File: config.mk
export PLATFORM = sky130hd
export DESIGN_NAME = branch_predict_control
export DESIGN_NICKNAME = d
export VERILOG_FILES = /design/src/rtl/riscv_branch_pkg.sv /design/src/rtl/branch_predict_control_bht.sv /design/src/rtl/branch_predict_control.sv
export SDC_FILE = /design/constraint.sdc
export NUM_CORES = 1
export LEC_CHECK = 0
export ABC_AREA = 1
export BUFFER_PORTS_ARGS = -buffer_cell sky130_fd_sc_hd__buf_2
export CORE_ASPECT_RATIO = 1.25
export CORE_UTILIZATION = 30
export CTS_BUF_LIST = sky130_fd_sc_hd__clkbuf_2
export DETAILED_ROUTE_END_ITERATION = 12
export SYNTH_ARGS = -nofsm -noshare
export SYNTH_HDL_FRONTEND = slang
export SYNTH_HIERARCHICAL = 1
export SYNTH_SLANG_ARGS = --single-unit
File: constraint.sdc
create_clock -name clk -period 2.5 [get_ports clk]
set_clock_uncertainty 0.15 [all_clocks]
set_input_delay 0.625 -clock clk [delete_from_list [all_inputs] [get_ports clk]]
set_output_delay 0.625 -clock clk [all_outputs]
set_load 0.02 [all_outputs]
File: src/rtl/riscv_branch_pkg.sv
// Shared branch-resolution constants and the 2-bit saturating counter step.
package riscv_branch_pkg;

  // funct3 encodings of the RV64I conditional branches
  localparam logic [2:0] F3_BEQ  = 3'b000;
  localparam logic [2:0] F3_BNE  = 3'b001;
  localparam logic [2:0] F3_BLT  = 3'b100;
  localparam logic [2:0] F3_BGE  = 3'b101;
  localparam logic [2:0] F3_BLTU = 3'b110;
  localparam logic [2:0] F3_BGEU = 3'b111;

  // 2-bit predictor counter states; MSB is the taken prediction
  localparam logic [1:0] SNT = 2'b00;
  localparam logic [1:0] WNT = 2'b01;
  localparam logic [1:0] WT  = 2'b10;
  localparam logic [1:0] ST  = 2'b11;

  // Saturating step towards the resolved outcome
  function automatic logic [1:0] next_ctr(input logic [1:0] ctr, input logic taken);
    logic [1:0] nxt;
    nxt = ctr;
    if (taken) begin
      if (ctr != ST) nxt = ctr + 2'd1;
    end else begin
      if (ctr != SNT) nxt = ctr - 2'd1;
    end
    return nxt;
  endfunction

endpackage

File: src/rtl/branch_predict_control_bht.sv
// Direct-mapped table of 2-bit saturating counters: one async read, one update port.
module branch_history_table
  import riscv_branch_pkg::*;
#(
  parameter int unsigned BHT_DEPTH = 16,
  parameter logic [1:0]  CTR_INIT  = WNT,
  localparam int unsigned IDX_W    = $clog2(BHT_DEPTH)
) (
  input  logic             clk,
  input  logic             reset,
  input  logic [IDX_W-1:0] rd_idx,
  output logic [1:0]       rd_ctr,
  input  logic             upd_en,
  input  logic [IDX_W-1:0] upd_idx,
  input  logic             upd_taken
);

  logic [1:0] ctr_q [BHT_DEPTH];
  logic [1:0] ctr_d [BHT_DEPTH];

  // Read returns the stored value; an update in the same cycle is not bypassed
  assign rd_ctr = ctr_q[rd_idx];

  // Next-state: step only the addressed counter on a resolved legal branch
  always_comb begin
    ctr_d = ctr_q;
    if (upd_en) begin
      ctr_d[upd_idx] = next_ctr(ctr_q[upd_idx], upd_taken);
    end
  end

  // Counter array with asynchronous reset to the initial weak state
  always_ff @(posedge clk or posedge reset) begin
    if (reset) begin
      ctr_q <= '{default: CTR_INIT};
    end else begin
      ctr_q <= ctr_d;
    end
  end

endmodule

File: src/rtl/branch_predict_control.sv
// EX-stage branch resolution, mispredict detection, predictor table and statistics.
module branch_predict_control
  import riscv_branch_pkg::*;
#(
  parameter int unsigned BHT_DEPTH = 16,
  parameter int unsigned PC_WIDTH  = 64,
  parameter int unsigned CNT_WIDTH = 32,
  parameter logic [1:0]  CTR_INIT  = WNT
) (
  input  logic                 clk,
  input  logic                 reset,
  input  logic [PC_WIDTH-1:0]  if_pc,
  output logic                 predict_taken,
  input  logic                 ex_branch,
  input  logic [PC_WIDTH-1:0]  ex_pc,
  input  logic [2:0]           ex_funct3,
  input  logic                 ex_zero,
  input  logic                 ex_lt,
  input  logic                 ex_ltu,
  input  logic                 ex_pred_taken,
  output logic                 switch_branch,
  output logic                 mispredict,
  output logic                 illegal_branch,
  output logic [CNT_WIDTH-1:0] branch_count,
  output logic [CNT_WIDTH-1:0] mispredict_count
);

  localparam int unsigned IDX_W = $clog2(BHT_DEPTH);

  logic [IDX_W-1:0]     if_idx;
  logic [IDX_W-1:0]     ex_idx;
  logic [1:0]           rd_ctr;
  logic                 cond_met;
  logic                 legal;
  logic                 upd_en;
  logic [CNT_WIDTH-1:0] branch_count_q, branch_count_d;
  logic [CNT_WIDTH-1:0] mispredict_count_q, mispredict_count_d;
  logic                 unused_bits;

  // Word-aligned PCs: drop the byte offset and index with the next IDX_W bits
  assign if_idx = if_pc[IDX_W+1:2];
  assign ex_idx = ex_pc[IDX_W+1:2];

  // Only the index bits and the counter MSB are consumed
  assign unused_bits = ^{if_pc, ex_pc, rd_ctr[0]};

  branch_history_table #(
    .BHT_DEPTH (BHT_DEPTH),
    .CTR_INIT  (CTR_INIT)
  ) u_bht (
    .clk       (clk),
    .reset     (reset),
    .rd_idx    (if_idx),
    .rd_ctr    (rd_ctr),
    .upd_en    (upd_en),
    .upd_idx   (ex_idx),
    .upd_taken (cond_met)
  );

  assign predict_taken = rd_ctr[1];

  // Decode the branch condition and derive all resolution outputs
  always_comb begin
    cond_met = 1'b0;
    legal    = 1'b1;
    case (ex_funct3)
      F3_BEQ:  cond_met = ex_zero;
      F3_BNE:  cond_met = !ex_zero;
      F3_BLT:  cond_met = ex_lt;
      F3_BGE:  cond_met = !ex_lt;
      F3_BLTU: cond_met = ex_ltu;
      F3_BGEU: cond_met = !ex_ltu;
      default: legal    = 1'b0;
    endcase
    upd_en         = ex_branch && legal;
    switch_branch  = upd_en && cond_met;
    illegal_branch = ex_branch && !legal;
    mispredict     = upd_en && (cond_met != ex_pred_taken);
  end

  // Statistics next-state: saturate at all-ones instead of wrapping
  always_comb begin
    branch_count_d     = branch_count_q;
    mispredict_count_d = mispredict_count_q;
    if (upd_en && (branch_count_q != '1)) begin
      branch_count_d = branch_count_q + 1'b1;
    end
    if (mispredict && (mispredict_count_q != '1)) begin
      mispredict_count_d = mispredict_count_q + 1'b1;
    end
  end

  // Statistics registers
  always_ff @(posedge clk or posedge reset) begin
    if (reset) begin
      branch_count_q     <= '0;
      mispredict_count_q <= '0;
    end else begin
      branch_count_q     <= branch_count_d;
      mispredict_count_q <= mispredict_count_d;
    end
  end

  assign branch_count     = branch_count_q;
  assign mispredict_count = mispredict_count_q;

endmodule

After elaboration in Yosys (flattened, before gate mapping)
Cells that the tools add are included.

Add/subtract/negate cells: 4. Order comparisons: 3. Equality and inequality tests: 9. Multiplexer cells: 15. Bitwise logic cells: 2. Reduce and logical (&&, ||, !) cells: 14.

Operators with widths (number): $add 32x1->32 const B (2); $ne 32x32->1 const B (2); $bwmux 32 (1); $mux 2 (9); $bmux 2 s4 (2); $eq 3x3->1 const B (4); $ge 5x5->1 const B (2); $not 4->5 (2); $demux 2 s4 (1); $logic_and 1x1->1 (7); $pmux 1 s6 (1); $reduce_or 6->1 (1); $lt 5x1->1 const B (1); $logic_not 1->1 (4); $eq 3x1->1 const B (1); $logic_not 3->1 (1); $add 2x1->2 const B (1); $ne 2x2->1 const B (1); $reduce_bool 2->1 (1); $sub 2x1->2 const B (1); $mux 1 (1); $ne 1x1->1 (1).

Register bits after elaboration: 96. Input bits: 138. Output and inout port bits: 68. Word-level logic and storage cells: 65.

Logic depth before layout (Yosys ltp)
Gate-level depths: netlist of the first run.

Depth in word-level cells: 9. Mapped depth: 15. Depth with buffers taken out: 13.

By module
The synthesis of the first run kept the hierarchy.

Modules (own cells, without submodules): branch_predict_control (times used 1, cells an instance 708, area an instance 4583.1 µm², sequential area each 1601.5 µm²); branch_history_table (times used 1, cells an instance 325, area an instance 2122.0 µm², sequential area each 820.8 µm²).

Worst setup path after synthesis of the first run
No wires, ideal clock.

Path kind: in2out. From: input if_pc[2]. To: output predict_taken. Data arrival time: 1639 ps. Slack: 86 ps. Cell stages on the path: 6. Buffers on the path: 2. Cells stage by stage: clkbuf_1 -> clkbuf_1 -> o21ai_0 -> o211ai_1 -> nand3_1 -> nand2_1.

Cells in the longest elaborated chain, start to end: 4.

RTL lines: from (decl) (RTL line branch_predict_control.sv:12) `input logic [PC_WIDTH-1:0] if_pc,`; $not 4->5 (not written as such) (RTL line branch_predict_control_bht.sv:22) `assign rd_ctr = ctr_q[rd_idx];`; $bmux 2 s4 (RTL line branch_predict_control_bht.sv:22); $mux 2 (not written as such) (2 in a row) (RTL line branch_predict_control_bht.sv:22); to (decl) (RTL line branch_predict_control.sv:13) `output logic predict_taken,`.

No other way between the ends. The select of a mux whose other input is x is not followed.

Worst setup path after layout of the first run
From: register u_bht/ctr_q[13] in the netlist's numbering. To: output predict_taken.

Cells in the longest elaborated chain, start to end: 3.

RTL lines: from (decl) (RTL line branch_predict_control_bht.sv:18) `logic [1:0] ctr_q [BHT_DEPTH];`; from (signal assigned) (RTL line branch_predict_control_bht.sv:37) `ctr_q <= ctr_d;`; $bmux 2 s4 (RTL line branch_predict_control_bht.sv:22); $mux 2 (not written as such) (2 in a row) (RTL line branch_predict_control_bht.sv:22).

No other way between the ends. The select of a mux whose other input is x is not followed.

==> results.toml, run 1 <==
[run_status]
run_status = "finished, violations left"
violations_in_the_final_reports = "negative setup slack"

[routing]
num_vias = 6510
drt_iter0_markers = 336
remaining_drc_errors = 0
route.detailed.vias_per_inst = 4.70
wl_per_cell_um = 13.3
detail-route-antenna-nets = 0
detailedRoute.firstPassIterationCount = 5
route.final.wire_length_um = 18300

[worst_hold_path]
beginning_of_the_worst_hold_path = "ex_pc[4]"
holdCritPathClass = "in2reg"
hold-path-endpoint = "u_bht/ctr_q[2]"
timing.hold.worst_path_depth = 5

[die]
start_util_pct = 30.5
top_level_ports = 206
std_cell_rows = 60
die_width_um = 134
core_region_area_sq_mm = 0.0215
die_height_um = 168
die_area_sq_mm = 0.0225

[timing]
max_slew.worst_pin.slew_ns = 0.508
finalWorstPathRequiredPeriod_ns = 2.52
finalWorstSetupSlack_ns = -0.0206
rsz0062_at_grt = "yes"
timing_max_transition_violations_final = 0
max_freq_mhz = 397
period_share_pct = 101
final_hold_slack_ns = 0.247
timing.final.hold_violations = 0
setup-violations-final = 1
maxSlewHeadroom_pct = 65.9

[power_and_ir_drop]
switchingPower_mw = 1.46
cellPowerDensity_mw_per_mm2 = 496
clock_power_share_pct = 19.6
leakage_nw = 3.70
cellInternalPower_mw = 2.23
power_frac_seq_pct = 53.1
power.share.combinational_pct = 27.3
report.power.total_mw = 3.69
vdd.ir_drop.worst_v = 0.000255
sw_frac_of_total_pct = 39.5

[final_layout]
num-nets-final = 1239
area.growth.synth_to_final_pct = 13.2
post-route-util_pct = 34.5
final_area_sq_mm = 0.00744
top_library_cells_by_usage_in_the_layout_fill_and_taps_aside = "nand2_1 (468), nor2_1 (96), inv_1 (92)"
filler_cell_count = 2361
share_of_layout_cells_above_drive_strength_1_pct = 17.0
mostFrequentLayoutCell = "nand2_1"

[job]
maxCapViolCount = 0

[grt]
number_of_antenna_violations_at_the_first_check_in_global_routing = 1
grt_pass1_wl_um = 30100
globalRouteOverflowTotal = 0
pin_count_of_the_biggest_net_entering_global_routing = 65
vias_in_the_first_global_route = 6115
gr-usage-all-layers_pct = 16.8

[critical_path]
worst_ep_arrival_time_ns = 1.75
worst-setup-path-type = "reg2out"
crit_start = "u_bht/ctr_q[13]"
cpMaxStageDelayCell = "dfrtp_1"
timing.critical_path.from_type = "flop"
r2r_end = "branch_count[9]"
cpPeakStageDelay_ns = 0.47
cp_cell_sequence = "inv_1 > a21oi_2 > o21ai_1 > o211ai_1 > nand3_1 > nand2_1 > buf_6"
required_time_at_the_endpoint_of_the_critical_path_ns = 1.73
critical_path.max_fanout = 3
setup.reg_to_reg.worst_slack_ns = 0.26
r2r.worst_path.cells = 11
cp-end-kind = "output pin"
worstReg2RegStart = "branch_count[0]"

[synth]
synth.cell_area_sq_mm = 0.00658
ys.warnings.count = 6
avgSynthCellArea_sq_um = 6.52
syn_inst = 1008
postSynthNetCount = 1148

[clock_tree]
worst_skew_pair.late_latency_ns = 0.63
cts_made_buffers = 9
htree_levels = 3
worst_case_clock_buffer_depth = 2
clock_sinks = 96
tritoncts = "done"
path_clk_slew_ns = 0.32
cts.root.buffer_cell = "clkbuf_2"

[place]
detailedPlacementHpwl_um = 13800
postPlaceCellArea_sq_mm = 0.00732
worst_setup_slack_after_placement_ns = 0.0394
number_of_port_buffers = 85
finalWeightedCongestion = 0.874
-- final cells by class --
class	count	area (sq um)	share of cell area, %
Multi-Input combinational cell	787	3590	48.3
Sequential cell	96	2420	32.6
Timing Repair Buffer	106	607	8.16
Inverter	99	374	5.03
Tap cell	279	349	4.69
Clock inverter	7	47.5	0.639
Clock buffer	9	45.0	0.605
Antenna cell	1	2.50	0.0336
-- worst max path at each step --
stage | slack (ns) | end
finish | -0.02 | predict_taken
global route | -0.20 | predict_taken
CTS | -0.11 | predict_taken
detailed placement | 0.04 | mispredict
global placement | 0.03 | mispredict
floorplan | 0.13 | branch_count[0]
-- power groups by stage --
stage / sequential [mW] / clock [mW] / combinational [mW]
final: 1.96 / 0.723 / 1.01
after global routing: 1.99 / 0.822 / 1.12
after CTS: 1.96 / 0.770 / 1.02
after detailed placement: 1.99 / 0 / 1.02
after global placement: 1.98 / 0 / 0.998
after floorplan: 2.05 / 0 / 0.614
-- sequential cells by signal, indices dropped and copies added, names as in the netlist --
| name | cells |
|---|---|
| mispredict_count | 32 |
| branch_count | 32 |
| u_bht/ctr_q | 32 |
-- routing by layer --
metal	vias to the layer above	global-route usage (%)	part of all wire (%)
li1	3336	-	-
met1	3004	21.3	45
met2	143	28.6	48
met3	27	2.88	4.1
met4	0	6.11	2.2
met5	-	0	0
-- critical path: cells and delay by family (launching register included) --
kind	cells	cell delay [ns]
AO/OA/AOI/OAI	3	0.28
buffers and inverters	2	0.18
flip-flops	1	0.47
AND/OR/NAND/NOR	2	0.18
-- metrics by stage --
| stage | TNS (ns) | instances |
|---|---|---|
| floorplan | 0 | 1008 |
| global placement | 0 | 1366 |
| detailed placement | 0 | 1366 |
| CTS | -0.111 | 1383 |
| global route | -0.202 | 1384 |
| finish | -0.0206 | 1384 |
-- what timing repair did --
item / 4_1_cts / 5_1_grt
pin swaps: 1 / 0
setup endpoints to repair: 1 / 2
setup buffers: 0 / 0
endpoints found under the hold margin: 80 / 0
gates resized for setup: 3 / 3
hold buffers: 1 / 0
cloned: 0 / 0
Power figures use the tool's default switching activity.
==> run 2: changes to the inputs <==
- CORE_MARGIN: unset -> 2
- SYNTH_HIERARCHICAL: 1 -> unset
- clock period: 2.5 -> 3.2 ns (I/O delays scaled with it)
==> run 2 against run 1 <==
Compared with the run above: the flow now finishes without violations; sequential power shrank 19%; non-clock buffer count fell by 14; final cell count decreased by 9.3%; global-route usage decreased by 0.82 points; largest power group unchanged.
==> results.toml, run 2 <==
[synth]
ys.warnings.count = 0
synthMostInstantiatedCell = "nand2_1"
synth.lib_cells_used.distinct = 35
synth.cell_area_sq_mm = 0.00613
asyncSetResetFlopFracSynth_pct = 100
synth-seq-area-share_pct = 39.5
synth_area_leaders = "dfrtp_1 (33%), nand2_1 (23%), dfstp_2 (6.9%)"
synth.ff_latch_count = 96
postSynth.topFlopCell = "dfrtp_1"
synth_area_leader_cell = "dfrtp_1"
synth.top_cells.by_count = "nand2_1 (377), nor2_1 (90), dfrtp_1 (80)"
synth_enable_flop_cells = 0
syn_inst = 896
yosysTopAreaCellShare_pct = 32.7
avgSynthCellArea_sq_um = 6.84
postSynthNetCount = 1036

[timing]
finalWorstSetupSlack_ns = 0.423
timing_max_transition_violations_final = 0
setup-tns-final_ns = 0
rsz0062_at_grt = "no"
max_freq_mhz = 360
finalWorstPathRequiredPeriod_ns = 2.78
timing.final.hold_violations = 0
maxSlewHeadroom_pct = 52.2
setup-violations-final = 0
period_share_pct = 86.8
max_slew.worst_pin.slew_ns = 0.716

[clock_tree]
htree_levels = 3
path_clk_slew_ns = 0.29
worst_case_clock_buffer_depth = 2
postCtsResizedCells = 0
cts.root.buffer_cell = "clkbuf_2"
cts_setup_buffers = 0
tritoncts = "done"
cts_made_buffers = 9
cts-hold-fix-buffers = 0
worst_skew_pair.late_latency_ns = 0.61
clock_sinks = 96

[place]
number_of_port_buffers = 85
finalWeightedCongestion = 0.874
detailedPlacementHpwl_um = 12600
postPlaceCellArea_sq_mm = 0.00682
worst_setup_slack_after_placement_ns = 0.419

[final_layout]
post-route-util_pct = 34.5
num-nets-final = 1118
area.growth.synth_to_final_pct = 13.3
top_library_cells_by_usage_in_the_layout_fill_and_taps_aside = "nand2_1 (377), nor2_1 (90), buf_2 (85)"
final_area_sq_mm = 0.00694
mostFrequentLayoutCell = "nand2_1"
share_of_layout_cells_above_drive_strength_1_pct = 15.3

[power_and_ir_drop]
report.power.total_mw = 2.98
leakage_nw = 3.48
cellPowerDensity_mw_per_mm2 = 429
vdd.ir_drop.worst_v = 0.000289

[critical_path]
worst-setup-path-type = "in2out"
critical_path_buf_inv_count = 3
cpPeakStageDelay_ns = 0.19
cp-end-kind = "output pin"
path_delay_family = "simple AND/OR/NAND/NOR gates"
required_time_at_the_endpoint_of_the_critical_path_ns = 2.25
worst_ep_arrival_time_ns = 1.83
cp_cell_sequence = "buf_2 > inv_2 > nor2_1 > nor2_1 > nand2_1 > nand3_1 > nand3_1 > nand2_1 > nor2_4 > buf_2"
critical_path.max_fanout = 4
cpMaxStageDelayCell = "buf_2"
timing.critical_path.from_type = "input port"

[routing]
wl_per_cell_um = 13.7
detailedRoute.firstPassIterationCount = 5
drt_iter0_markers = 436
detail-route-antenna-nets = 0
route.detailed.vias_per_inst = 4.62
remaining_drc_errors = 0
num_vias = 5802
route.final.wire_length_um = 17100

[grt]
pin_count_of_the_biggest_net_entering_global_routing = 97
vias_in_the_first_global_route = 5483
gr-usage-all-layers_pct = 16.0
globalRouteOverflowTotal = 0
number_of_antenna_violations_at_the_first_check_in_global_routing = 3
grt_pass1_wl_um = 27800

[worst_hold_path]
holdCritPathClass = "in2async"

[die]
start_util_pct = 30.5
die_height_um = 164
die_width_um = 132
std_cell_rows = 58
core_region_area_sq_mm = 0.0201
top_level_ports = 206
die_area_sq_mm = 0.0216

[job]
maxCapViolCount = 0

[run_status]
run_status = "finished, final reports clean"
==> run 2: path summary, 6_finish.rpt <==
kind                                  from         endpoint  slack (ns)  cells past startpoint
max                           ex_funct3[2]       mispredict        0.42                     10
min                                  reset  u_bht.ctr_q[23]        0.14                      3
max reg2reg                branch_count[0]  branch_count[8]        0.63                     10
min reg2reg                u_bht.ctr_q[18]  u_bht.ctr_q[18]        0.34                      2
max in group asynchronous            reset   u_bht.ctr_q[8]        2.32                      3
min in group clk           u_bht.ctr_q[18]  u_bht.ctr_q[18]        0.34                      2
==> run 2: area by class of cell <==
class | count | area [sq um]
sequential | 96 | 2420
timing repair buffer | 92 | 490
clock inverter | 6 | 67.6
inverter | 84 | 319
multi-input combinational | 695 | 3250
fill | 2198 | 13200
tap | 270 | 338
clock buffer | 10 | 50.0
antenna | 2 | 5.00
==> run 2: per-stage QoR <==
| step | instances | hold WS, ns |
|---|---|---|
| floorplan | 896 | 0.297 |
| global placement | 1237 | 0.307 |
| detailed placement | 1237 | 0.309 |
| CTS | 1253 | 0.106 |
| global route | 1254 | 0.101 |
| finish | 1255 | 0.136 |
==> run 2: metal layers <==
| metal | part of all wire [%] | track usage (%) |
|---|---|---|
| met5 | 0 | 0 |
| met4 | 2.2 | 6.32 |
| met3 | 4.0 | 3.33 |
| met2 | 48 | 27.1 |
| met1 | 46 | 20.1 |
==> run 2: report_power, final <==
part           total [mW]  switching (mW)  internal, mW
clock               0.641           0.455         0.186
combinational       0.760           0.511         0.250
sequential           1.58           0.176          1.40
total                2.98            1.14          1.84
==> run 2: logic make-up (layout without fill, tap and decap cells) <==
group	count (synthesis)	after routing	share of synthesized area, %
simple gates	595	595	40.7
buf+inv	105	192	7.48
flops	96	96	39.5
xor+xnor	50	50	7.15
compound gates	44	44	4.04
mux	4	4	0.654
fa+ha+maj	2	2	0.408
other cells	0	2	0
==> run 2: worst min-delay path: stages <==
cell	delay, ns
buf_2	0.11
clkinvlp_4	0.07
buf_12	0.42
==> run 3: changes to the inputs <==
--- a/config.mk
+++ b/config.mk
@@ -11,5 +11,6 @@
 export CORE_MARGIN = 2
-export CORE_UTILIZATION = 30
+export CORE_UTILIZATION = 42
 export CTS_BUF_LIST = sky130_fd_sc_hd__clkbuf_2
 export DETAILED_ROUTE_END_ITERATION = 12
+export PLACE_DENSITY = 0.69
 export SYNTH_ARGS = -nofsm -noshare
--- a/constraint.sdc
+++ b/constraint.sdc
@@ -4,2 +4,2 @@
 set_output_delay 0.8 -clock clk [all_outputs]
-set_load 0.02 [all_outputs]
+set_load 0.05 [all_outputs]
==> run 3 against run 2 <==
Compared with the run above: final area is 1.7% lower; sequential share of layout area is 0.62 points higher; maximum frequency is 2.4% lower; global-route usage is 5.4 points higher; non-clock buffer count is 1 higher; largest cell class unchanged.
==> results.toml, run 3 (same netlist as run 2, synthesis figures left out) <==
[worst_hold_path]
holdCritPathClass = "reg2reg"
timing.hold.worst_path_depth = 2

[routing]
route.final.wire_length_um = 16100
detail-route-antenna-nets = 0
route.detailed.vias_per_inst = 5.06
drt_iter0_markers = 423
detailedRoute.firstPassIterationCount = 5
num_vias = 5887
wl_per_cell_um = 13.9
remaining_drc_errors = 0

[die]
std_cell_rows = 49
core_region_area_sq_mm = 0.0143
die_height_um = 139
die_width_um = 112
die_area_sq_mm = 0.0156
top_level_ports = 206
start_util_pct = 42.7

[clock_tree]
worst_skew_pair.late_latency_ns = 0.62
htree_levels = 3
cts_made_buffers = 9
cts-hold-fix-buffers = 1
cts_setup_buffers = 0
tritoncts = "done"
cts.root.buffer_cell = "clkbuf_2"
clock_sinks = 96
postCtsResizedCells = 0
worst_case_clock_buffer_depth = 2
path_clk_slew_ns = 0.24

[power_and_ir_drop]
cellInternalPower_mw = 1.83
power_frac_seq_pct = 50.3
vdd.ir_drop.worst_v = 0.000425
sw_frac_of_total_pct = 41.6
leakage_nw = 3.49
switchingPower_mw = 1.30
power.share.combinational_pct = 30.9
clock_power_share_pct = 18.8
cellPowerDensity_mw_per_mm2 = 460

[critical_path]
cp-end-kind = "output pin"
required_time_at_the_endpoint_of_the_critical_path_ns = 2.25
timing.critical_path.from_type = "input port"
worst-setup-path-type = "in2out"
worst_ep_arrival_time_ns = 1.89
critical_path.max_fanout = 4
r2r.worst_path.cells = 11

[place]
postPlaceCellArea_sq_mm = 0.00670
worst_setup_slack_after_placement_ns = 0.237
number_of_port_buffers = 85
finalWeightedCongestion = 0.893
detailedPlacementHpwl_um = 11900

[timing]
max_freq_mhz = 352
rsz0062_at_grt = "no"
period_share_pct = 88.9
max_slew.worst_pin.slew_ns = 0.605
setup-violations-final = 0
finalWorstPathRequiredPeriod_ns = 2.84
maxSlewHeadroom_pct = 59.6
setup-tns-final_ns = 0
finalWorstSetupSlack_ns = 0.357
timing.final.hold_violations = 0
timing_max_transition_violations_final = 0

[final_layout]
filler_cell_count = 1484
final_area_sq_mm = 0.00682
share_of_layout_cells_above_drive_strength_1_pct = 15.1
num-nets-final = 1119
footprint_of_the_multi_input_gates_sq_mm = 0.00325
top_library_cells_by_usage_in_the_layout_fill_and_taps_aside = "nand2_1 (377), nor2_1 (90), buf_2 (85)"
mostFrequentLayoutCell = "nand2_1"
sequential_cell_area_sq_mm = 0.00242
area.growth.synth_to_final_pct = 11.3

[grt]
number_of_antenna_violations_at_the_first_check_in_global_routing = 2
globalRouteOverflowTotal = 0
gr-usage-all-layers_pct = 21.4
grt_pass1_wl_um = 27300
pin_count_of_the_biggest_net_entering_global_routing = 43
vias_in_the_first_global_route = 5589

[job]
maxCapViolCount = 0

[run_status]
run_status = "finished, final reports clean"
run 3: cell types whose count changed in the layout (fill, tap and decap cells not counted):
cell and change:
dlygate4sd3_1 +1, clkinv_4 -1, clkinv_1 +1, clkinv_2 +2, clkbuf_2 +1, diode_2 -1, inv_6 -1, clkinvlp_4 -2
run 3: power by group through the flow:
stage,combinational (mW),sequential [mW],clock [mW]
2_1_floorplan,0.455,1.87,0
3_3_place_gp,0.961,1.59,0
3_5_place_dp,0.971,1.60,0
4_1_cts,0.976,1.58,0.625
5_1_grt,1.06,1.61,0.670
6_report,0.968,1.58,0.591
run 3: worst paths after layout:
kind	to	startpoint	slack [ns]
max in group asynchronous	u_bht.ctr_q[26]	reset	1.68
min in group asynchronous	branch_count[15]	reset	0.48
worst min-delay path	u_bht.ctr_q[6]	u_bht.ctr_q[6]	0.33
worst min register to register	u_bht.ctr_q[6]	u_bht.ctr_q[6]	0.33
worst max register to register	branch_count[18]	branch_count[0]	0.63
worst max-delay path	mispredict	ex_funct3[2]	0.36
run 3: area by class of cell:
| class | count | area share [%] |
|---|---|---|
| Multi-Input combinational cell | 695 | 47.6 |
| Antenna cell | 1 | 0.0367 |
| Timing Repair Buffer | 93 | 7.34 |
| Inverter | 84 | 4.68 |
| Clock inverter | 5 | 0.716 |
| Clock buffer | 11 | 0.808 |
| Sequential cell | 96 | 35.5 |
| Tap cell | 178 | 3.27 |
run 3: per-stage QoR:
stage          power (mW)  utilization, %  hold WS [ns]  instances
2_1_floorplan        2.32               -         0.297        896
3_3_place_gp         2.56            46.7         0.303       1145
3_5_place_dp         2.57            46.7         0.306       1145
4_1_cts              3.18            47.5         0.337       1162
5_1_grt              3.34            47.5         0.357       1163
6_report             3.14            47.5         0.333       1163
run 3: routing by layer:
| metal | wire length, um | vias to the layer above | global-route usage [%] |
|---|---|---|---|
| met5 | 13 | - | 0 |
| met2 | 7920 | 159 | 36.3 |
| met3 | 731 | 28 | 3.67 |
| li1 | - | 2984 | - |
| met1 | 7130 | 2714 | 27.6 |
| met4 | 331 | 2 | 7.64 |
run 3: worst max-delay path: stages:
cell     delay (ns)
buf_2          0.12
inv_2          0.04
nor2_1         0.12
nor2_1         0.05
nand2_1        0.05
nand3_1        0.11
nand3_1        0.09
nand2_1        0.08
nor2_4         0.14
buf_2          0.28
